### config.mk
export PLATFORM = sky130hd
export DESIGN_NAME = enemy_sprite_ctrl
export DESIGN_NICKNAME = d
export VERILOG_FILES = /design/src/rtl/enemy_pkg.sv /design/src/rtl/frame_tick_sync.sv /design/src/rtl/enemy_sprite_ctrl.sv
export SDC_FILE = /design/constraint.sdc
export NUM_CORES = 1
export LEC_CHECK = 0
export BUFFER_PORTS_ARGS = -buffer_cell sky130_fd_sc_hd__buf_2
export CAP_MARGIN = 10
export CORE_ASPECT_RATIO = 0.7
export CORE_MARGIN = 3
export CORE_UTILIZATION = 47
export CTS_CLUSTER_SIZE = 40
export DETAILED_ROUTE_END_ITERATION = 7
export PLACE_DENSITY_LB_ADDON = 0.2
export SYNTH_ARGS = -nofsm -noshare
export SYNTH_HDL_FRONTEND = slang
export SYNTH_HIERARCHICAL = 1
export SYNTH_SLANG_ARGS = --single-unit
### constraint.sdc
create_clock -name CLK -period 8.3 [get_ports CLK]
set_clock_uncertainty 0.1 [all_clocks]
set_input_delay 1.66 -clock CLK [delete_from_list [all_inputs] [get_ports CLK]]
set_output_delay 1.66 -clock CLK [all_outputs]
set_load 0.005 [all_outputs]
### src/rtl/enemy_pkg.sv
// ============================================================================
// Module   : enemy_pkg
// Brief    : Shared types, constants and the per-axis motion helper for the
//            enemy sprite controller.
// Revision : 1.0 - initial release
// ============================================================================
`default_nettype none

package enemy_pkg;

    typedef enum logic [1:0] {
        DESPAWN = 2'd0,
        LOAD    = 2'd1,
        RUN     = 2'd2
    } enemy_state_t;

    typedef logic signed [10:0] coord_t;

    typedef struct packed {
        logic [9:0]        pos;
        logic signed [4:0] vel;
    } axis_upd_t;

    localparam logic [11:0] TRANSP_DEFAULT = 12'h111;
    localparam logic [9:0]  OFFSCREEN      = 10'h3FF;

    // One axis of motion; chase never touches the stored velocity.
    function automatic axis_upd_t axis_move(
        input logic              chase,
        input logic [9:0]        pos,
        input logic signed [4:0] vel,
        input logic [3:0]        step,
        input logic [9:0]        target,
        input int                size,
        input int                lim
    );
        axis_upd_t  r;
        coord_t     p;
        coord_t     t;
        coord_t     s;
        coord_t     d;
        coord_t     mag;
        coord_t     nx;
        logic [11:0] ext;
        p = coord_t'({1'b0, pos});
        t = coord_t'({1'b0, target});
        s = coord_t'({7'd0, step});
        r.vel = vel;
        if (chase) begin
            d   = t - p;
            mag = (d < 0) ? -d : d;
            if (mag <= s) begin
                nx = t;
            end else begin
                nx = (d < 0) ? (p - s) : (p + s);
            end
        end else begin
            nx = p + coord_t'(vel);
        end
        ext = {nx[10], nx};
        if (nx < 0) begin
            r.pos = 10'd0;
            if (!chase) r.vel = $signed({1'b0, step});
        end else if ((ext + 12'(size)) > 12'(lim + 1)) begin
            r.pos = 10'(lim + 1 - size);
            if (!chase) r.vel = -$signed({1'b0, step});
        end else begin
            r.pos = nx[9:0];
        end
        return r;
    endfunction

endpackage

`default_nettype wire

### src/rtl/frame_tick_sync.sv
// ============================================================================
// Module   : frame_tick_sync
// Brief    : Two-flop synchroniser plus rising-edge detect, registered tick.
// Revision : 1.0 - initial release
// ============================================================================
`default_nettype none

module frame_tick_sync (
    input  logic CLK,
    input  logic RESET_N,
    input  logic frame_clk,
    output logic tick
);

    logic [2:0] sync_q;
    logic [2:0] sync_d;
    logic       tick_q;
    logic       tick_d;

    always_comb begin
        sync_d = {sync_q[1:0], frame_clk};
        tick_d = sync_q[1] & ~sync_q[2];
    end

    always_ff @(posedge CLK or negedge RESET_N) begin
        if (!RESET_N) begin
            sync_q <= 3'b000;
            tick_q <= 1'b0;
        end else begin
            sync_q <= sync_d;
            tick_q <= tick_d;
        end
    end

    assign tick = tick_q;

endmodule

`default_nettype wire

### src/rtl/enemy_sprite_ctrl.sv
// ============================================================================
// Module   : enemy_sprite_ctrl
// Brief    : One enemy sprite: bounce/chase motion, pixel hit, kill + grace.
// Revision : 1.0 - initial release
// ============================================================================
`default_nettype none

module enemy_sprite_ctrl
    import enemy_pkg::*;
#(
    parameter int          SPR_W   = 40,
    parameter int          SPR_H   = 40,
    parameter int          X_MAX   = 639,
    parameter int          Y_MAX   = 479,
    parameter int          GRACE_W = 26,
    parameter logic [11:0] TRANSP  = TRANSP_DEFAULT
) (
    input  logic        CLK,
    input  logic        RESET_N,
    input  logic        frame_clk,
    input  logic        spawn,
    input  logic        pause,
    input  logic        invincible,
    input  logic        mode,
    input  logic [9:0]  x_start,
    input  logic [9:0]  y_start,
    input  logic [3:0]  x_step,
    input  logic [3:0]  y_step,
    input  logic [9:0]  jerry_x,
    input  logic [9:0]  jerry_y,
    input  logic        jerry_active,
    input  logic [11:0] colors_a,
    input  logic [11:0] colors_b,
    input  logic        anim_sel,
    input  logic [9:0]  draw_x,
    input  logic [9:0]  draw_y,
    output logic [11:0] color,
    output logic [6:0]  idx_x,
    output logic [6:0]  idx_y,
    output logic        active,
    output logic        killed_jerry,
    output logic        in_grace,
    output logic [9:0]  pos_x,
    output logic [9:0]  pos_y
);

    enemy_state_t        state_q, state_d;
    logic [9:0]          pos_x_q, pos_x_d;
    logic [9:0]          pos_y_q, pos_y_d;
    logic signed [4:0]   vx_q, vx_d;
    logic signed [4:0]   vy_q, vy_d;
    logic                killed_q, killed_d;
    logic [GRACE_W-1:0]  grace_q, grace_d;
    logic                in_grace_q, in_grace_d;

    logic                w_tick;
    logic                w_kill;
    logic                w_in_x;
    logic                w_in_y;
    logic [10:0]         w_dx, w_dy, w_px, w_py;
    axis_upd_t           w_upd_x, w_upd_y;

    frame_tick_sync u_tick (
        .CLK       (CLK),
        .RESET_N   (RESET_N),
        .frame_clk (frame_clk),
        .tick      (w_tick)
    );

    // Bounds are widened so a sprite near 3FF never wraps back onto screen.
    always_comb begin
        w_dx   = {1'b0, draw_x};
        w_dy   = {1'b0, draw_y};
        w_px   = {1'b0, pos_x_q};
        w_py   = {1'b0, pos_y_q};
        w_in_x = (w_dx >= w_px) && (w_dx < (w_px + 11'(SPR_W)));
        w_in_y = (w_dy >= w_py) && (w_dy < (w_py + 11'(SPR_H)));
        color  = anim_sel ? colors_a : colors_b;
        active = (state_q == RUN) && w_in_x && w_in_y && (color != TRANSP);
        idx_x  = 7'(draw_x - pos_x_q);
        idx_y  = 7'(draw_y - pos_y_q);
    end

    always_comb begin
        state_d  = state_q;
        pos_x_d  = pos_x_q;
        pos_y_d  = pos_y_q;
        vx_d     = vx_q;
        vy_d     = vy_q;
        grace_d  = grace_q;
        w_upd_x  = axis_move(mode, pos_x_q, vx_q, x_step, jerry_x, SPR_W, X_MAX);
        w_upd_y  = axis_move(mode, pos_y_q, vy_q, y_step, jerry_y, SPR_H, Y_MAX);
        w_kill   = active & jerry_active & ~invincible & (grace_q == '0)
                 & ~killed_q & spawn;
        killed_d = w_kill;

        if (w_kill) begin
            grace_d = GRACE_W'(1);
        end else if (grace_q != '0) begin
            grace_d = grace_q + GRACE_W'(1);
        end

        case (state_q)
            DESPAWN: begin
                if (spawn) state_d = LOAD;
            end
            LOAD: begin
                pos_x_d = x_start;
                pos_y_d = y_start;
                vx_d    = $signed({1'b0, x_step});
                vy_d    = $signed({1'b0, y_step});
                state_d = RUN;
            end
            RUN: begin
                if (w_tick && !pause) begin
                    pos_x_d = w_upd_x.pos;
                    pos_y_d = w_upd_y.pos;
                    vx_d    = w_upd_x.vel;
                    vy_d    = w_upd_y.vel;
                end
            end
            default: state_d = DESPAWN;
        endcase

        // Losing spawn overrides motion, loading and any pending kill.
        if (!spawn) begin
            state_d  = DESPAWN;
            pos_x_d  = OFFSCREEN;
            pos_y_d  = OFFSCREEN;
            grace_d  = '0;
            killed_d = 1'b0;
        end

        in_grace_d = (grace_d != '0);
    end

    always_ff @(posedge CLK or negedge RESET_N) begin
        if (!RESET_N) begin
            state_q    <= DESPAWN;
            pos_x_q    <= OFFSCREEN;
            pos_y_q    <= OFFSCREEN;
            vx_q       <= '0;
            vy_q       <= '0;
            killed_q   <= 1'b0;
            grace_q    <= '0;
            in_grace_q <= 1'b0;
        end else begin
            state_q    <= state_d;
            pos_x_q    <= pos_x_d;
            pos_y_q    <= pos_y_d;
            vx_q       <= vx_d;
            vy_q       <= vy_d;
            killed_q   <= killed_d;
            grace_q    <= grace_d;
            in_grace_q <= in_grace_d;
        end
    end

    assign killed_jerry = killed_q;
    assign in_grace     = in_grace_q;
    assign pos_x        = pos_x_q;
    assign pos_y        = pos_y_q;

endmodule

`default_nettype wire

==> impl_metrics.env <==
export IMPL_post_cts_buffers=0
export IMPL_die_x_um=174
export IMPL_power_uw=3050
export IMPL_initial_core_util=0.486
export IMPL_crit_top_cell="inv_1"
export IMPL_worst_pin_slew_ns=0.924
export IMPL_regArea_um2=1630
export IMPL_clk_pin_slew_ns=0.06
export IMPL_synthMostInstantiatedCell="ha_1"
export IMPL_core_area_um2=19200
export IMPL_clock_fmax_ghz=0.128
export IMPL_synth_edf_count=0
export IMPL_holdBufCountCts=0
export IMPL_hold_depth=0
export IMPL_clk_root_buffer_cell="clkbuf_16"
export IMPL_die_h_um=124
export IMPL_crit_type="input port to flip-flop"
export IMPL_grt_ovfl_total=0
export IMPL_ys_seq_elements=64
export IMPL_async_flop_share=1.00
export IMPL_hpwl_um=21700
export IMPL_maxCapViolations=0
export IMPL_antenna_found_initial=0
export IMPL_maxSlewViolCount=0
export IMPL_area_growth_pct=13.8
export IMPL_fin_setup_tns_ns=0
export IMPL_syn_instance_count=1143
export IMPL_grt_max_degree=65
export IMPL_final_nets=1503
export IMPL_cp_arrival_ns=7.95
export IMPL_crit_fanout=8
export IMPL_hold_violations=0
export IMPL_totalWireLength_um=27000
export IMPL_cp_slowest_cell="a311o_1"
export IMPL_yosysTopAreaCellShare=0.158
export IMPL_num_rows=42
export IMPL_clockBufferDepth=2
export IMPL_utilization=0.553
export IMPL_fill_cells=1803
export IMPL_worst_skew_pair_late_latency_ns=0.34
export IMPL_rrSetupSlack_ns=1.26
export IMPL_grt_use_total=0.245
export IMPL_ir_worst_vdd_uv=146
export IMPL_io_pin_count=150
export IMPL_grt_pass1_wl_um=43000
export IMPL_r2r_start="pos_y[1]"
export IMPL_ys_seq_area_frac=0.174
export IMPL_yosys_area_top_type="ha_1"
export IMPL_h_tree_depth=3
export IMPL_syn_num_nets=1370
export IMPL_synthTopCellsByArea="ha_1 16%, dfrtp_1 12%, xnor2_1 6.4%"
export IMPL_maxSlewHeadroom=0.384
export IMPL_worstHoldStart="u_tick/sync_q[0]"
export IMPL_avgRoutedWirePerCell_um=17.4
export IMPL_vias=8961
export IMPL_dieArea_um2=21600
export IMPL_power_density_nw_per_um2=287
export IMPL_syn_area_per_cell_um2=8.16
export IMPL_drive_gt1_frac=0.201
export IMPL_finalSetupViolations=0
export IMPL_hold_path_end="u_tick/sync_q[1]"
export IMPL_rsz0062_at_grt="no"
export IMPL_cts_sinks=64
export IMPL_ctsResizeCount=0
export IMPL_p_leak_uw=0.00504
export IMPL_syn_area_um2=9320
export IMPL_hp_class="flip-flop to flip-flop"
export IMPL_first_global_vias=8178
export IMPL_required_ns=8.41
export IMPL_drc=0
export IMPL_ys_types=95
export IMPL_status="completed"
export IMPL_viasPerCell=5.80
export IMPL_cts_tree="done"
export IMPL_worstRegToRegCells=28
export IMPL_crit_path_start_kind="input port"
export IMPL_cts_buffers=9
export IMPL_fin_crit_sh=0.945
export IMPL_synth_common_cells="118 x ha_1, 100 x nor2_1, 93 x inv_1"
export IMPL_critPathCaptureType="flip-flop"
export IMPL_gp_congestion=0.909
export IMPL_numPortBuffers=149
export IMPL_drtIter0Drc=810
export IMPL_yosys_warnings=6
export IMPL_critical_path_max_stage_delay_ns=0.44
export IMPL_rr_endpoint="vy_q[3]"
export IMPL_fin_crit_ns=7.84
export IMPL_drt_first_pass_iters=5
export IMPL_multi_input_area_um2=7170
export IMPL_holdWs_ns=0.251
export IMPL_synthFlopType="dfrtp_1"
export IMPL_postRouteAntennaNets=0
[layout by cell type (no fill, tap or decap), types with 20 or more instances in the layout]
cell type  count
buf_2        149
ha_1         118
nor2_1       100
inv_1         93
a21oi_1       83
xnor2_1       68
nand2_1       58
o21ai_0       47
a21o_1        45
dfrtp_1       44
nand3_1       33
xor2_1        32
nor2b_1       31
nor3_1        31
mux2_2        26
dfstp_2       20
[final cells by class]
cell class / count / area share
sequential: 64 / 0.153
tap: 264 / 0.0311
clock inverter: 5 / 0.00531
antenna: 1 / 0.000236
inverter: 93 / 0.0329
timing repair buffer: 159 / 0.0785
clock buffer: 11 / 0.0229
multi-input combinational: 949 / 0.676
[per-layer routing]
| layer | vias to the layer above | GRT usage | routed length (µm) |
|---|---|---|---|
| li1 | 4427 | - | - |
| met1 | 4147 | 0.389 | 14000 |
| met2 | 372 | 0.346 | 10400 |
| met3 | 15 | 0.0503 | 2360 |
| met4 | 0 | 0.0261 | 140 |
| met5 | - | 0 | 0 |
[how the worst max path moves through the flow]
stage | from | to | cells past startpoint
2_1_floorplan | jerry_y[0] | vy_q[1] | 27
3_3_place_gp | jerry_x[0] | vx_q[0] | 30
3_5_place_dp | jerry_x[0] | vx_q[0] | 29
4_1_cts | jerry_x[0] | vx_q[0] | 29
5_1_grt | jerry_x[0] | vx_q[1] | 30
6_report | jerry_x[0] | vx_q[0] | 29
[power by group]
part           leakage, µW  internal, µW  switching, µW
combinational      0.00410           947           1270
sequential        0.000798           371           78.1
clock             0.000146           240            145
total              0.00504          1560           1490
[logic make-up (layout without fill, tap and decap cells)]
| logic type | after synthesis | after routing | share of synthesized area |
|---|---|---|---|
| mux | 48 | 48 | 0.0561 |
| compound gates | 319 | 319 | 0.246 |
| flops | 64 | 64 | 0.174 |
| buf+inv | 130 | 268 | 0.0569 |
| fa+ha+maj | 126 | 126 | 0.176 |
| other cells | 0 | 1 | 0 |
| xor+xnor | 100 | 100 | 0.0940 |
| simple gates | 356 | 356 | 0.197 |
[sequential cells by signal (all words and copies together), names as in the netlist]
signal and flops:
grace_q 26, pos_x 10, pos_y 10, vx_q 5
vy_q 5, u_tick/sync_q 3, state_q 2, in_grace 1
killed_jerry 1, u_tick/tick 1
[per-stage QoR]
stage	cell area, µm²	worst slack, ns	cells
after floorplan	9320	0.712	1143
after global placement	10300	0.356	1529
after global routing	10600	0.0526	1545
after detailed placement	10300	0.204	1529
after CTS	10600	0.536	1545
final	10600	0.457	1546
[worst max-delay path, delay by kind of cell]
| kind | cells | cell delay (ns) |
|---|---|---|
| buf+inv | 5 | 0.41 |
| xor+xnor | 1 | 0.13 |
| fa+ha+maj | 4 | 1.05 |
| simple gates | 4 | 0.49 |
| compound gates | 13 | 3.48 |
| mux | 2 | 0.74 |
No activity file was read; power rests on OpenSTA's default activity.
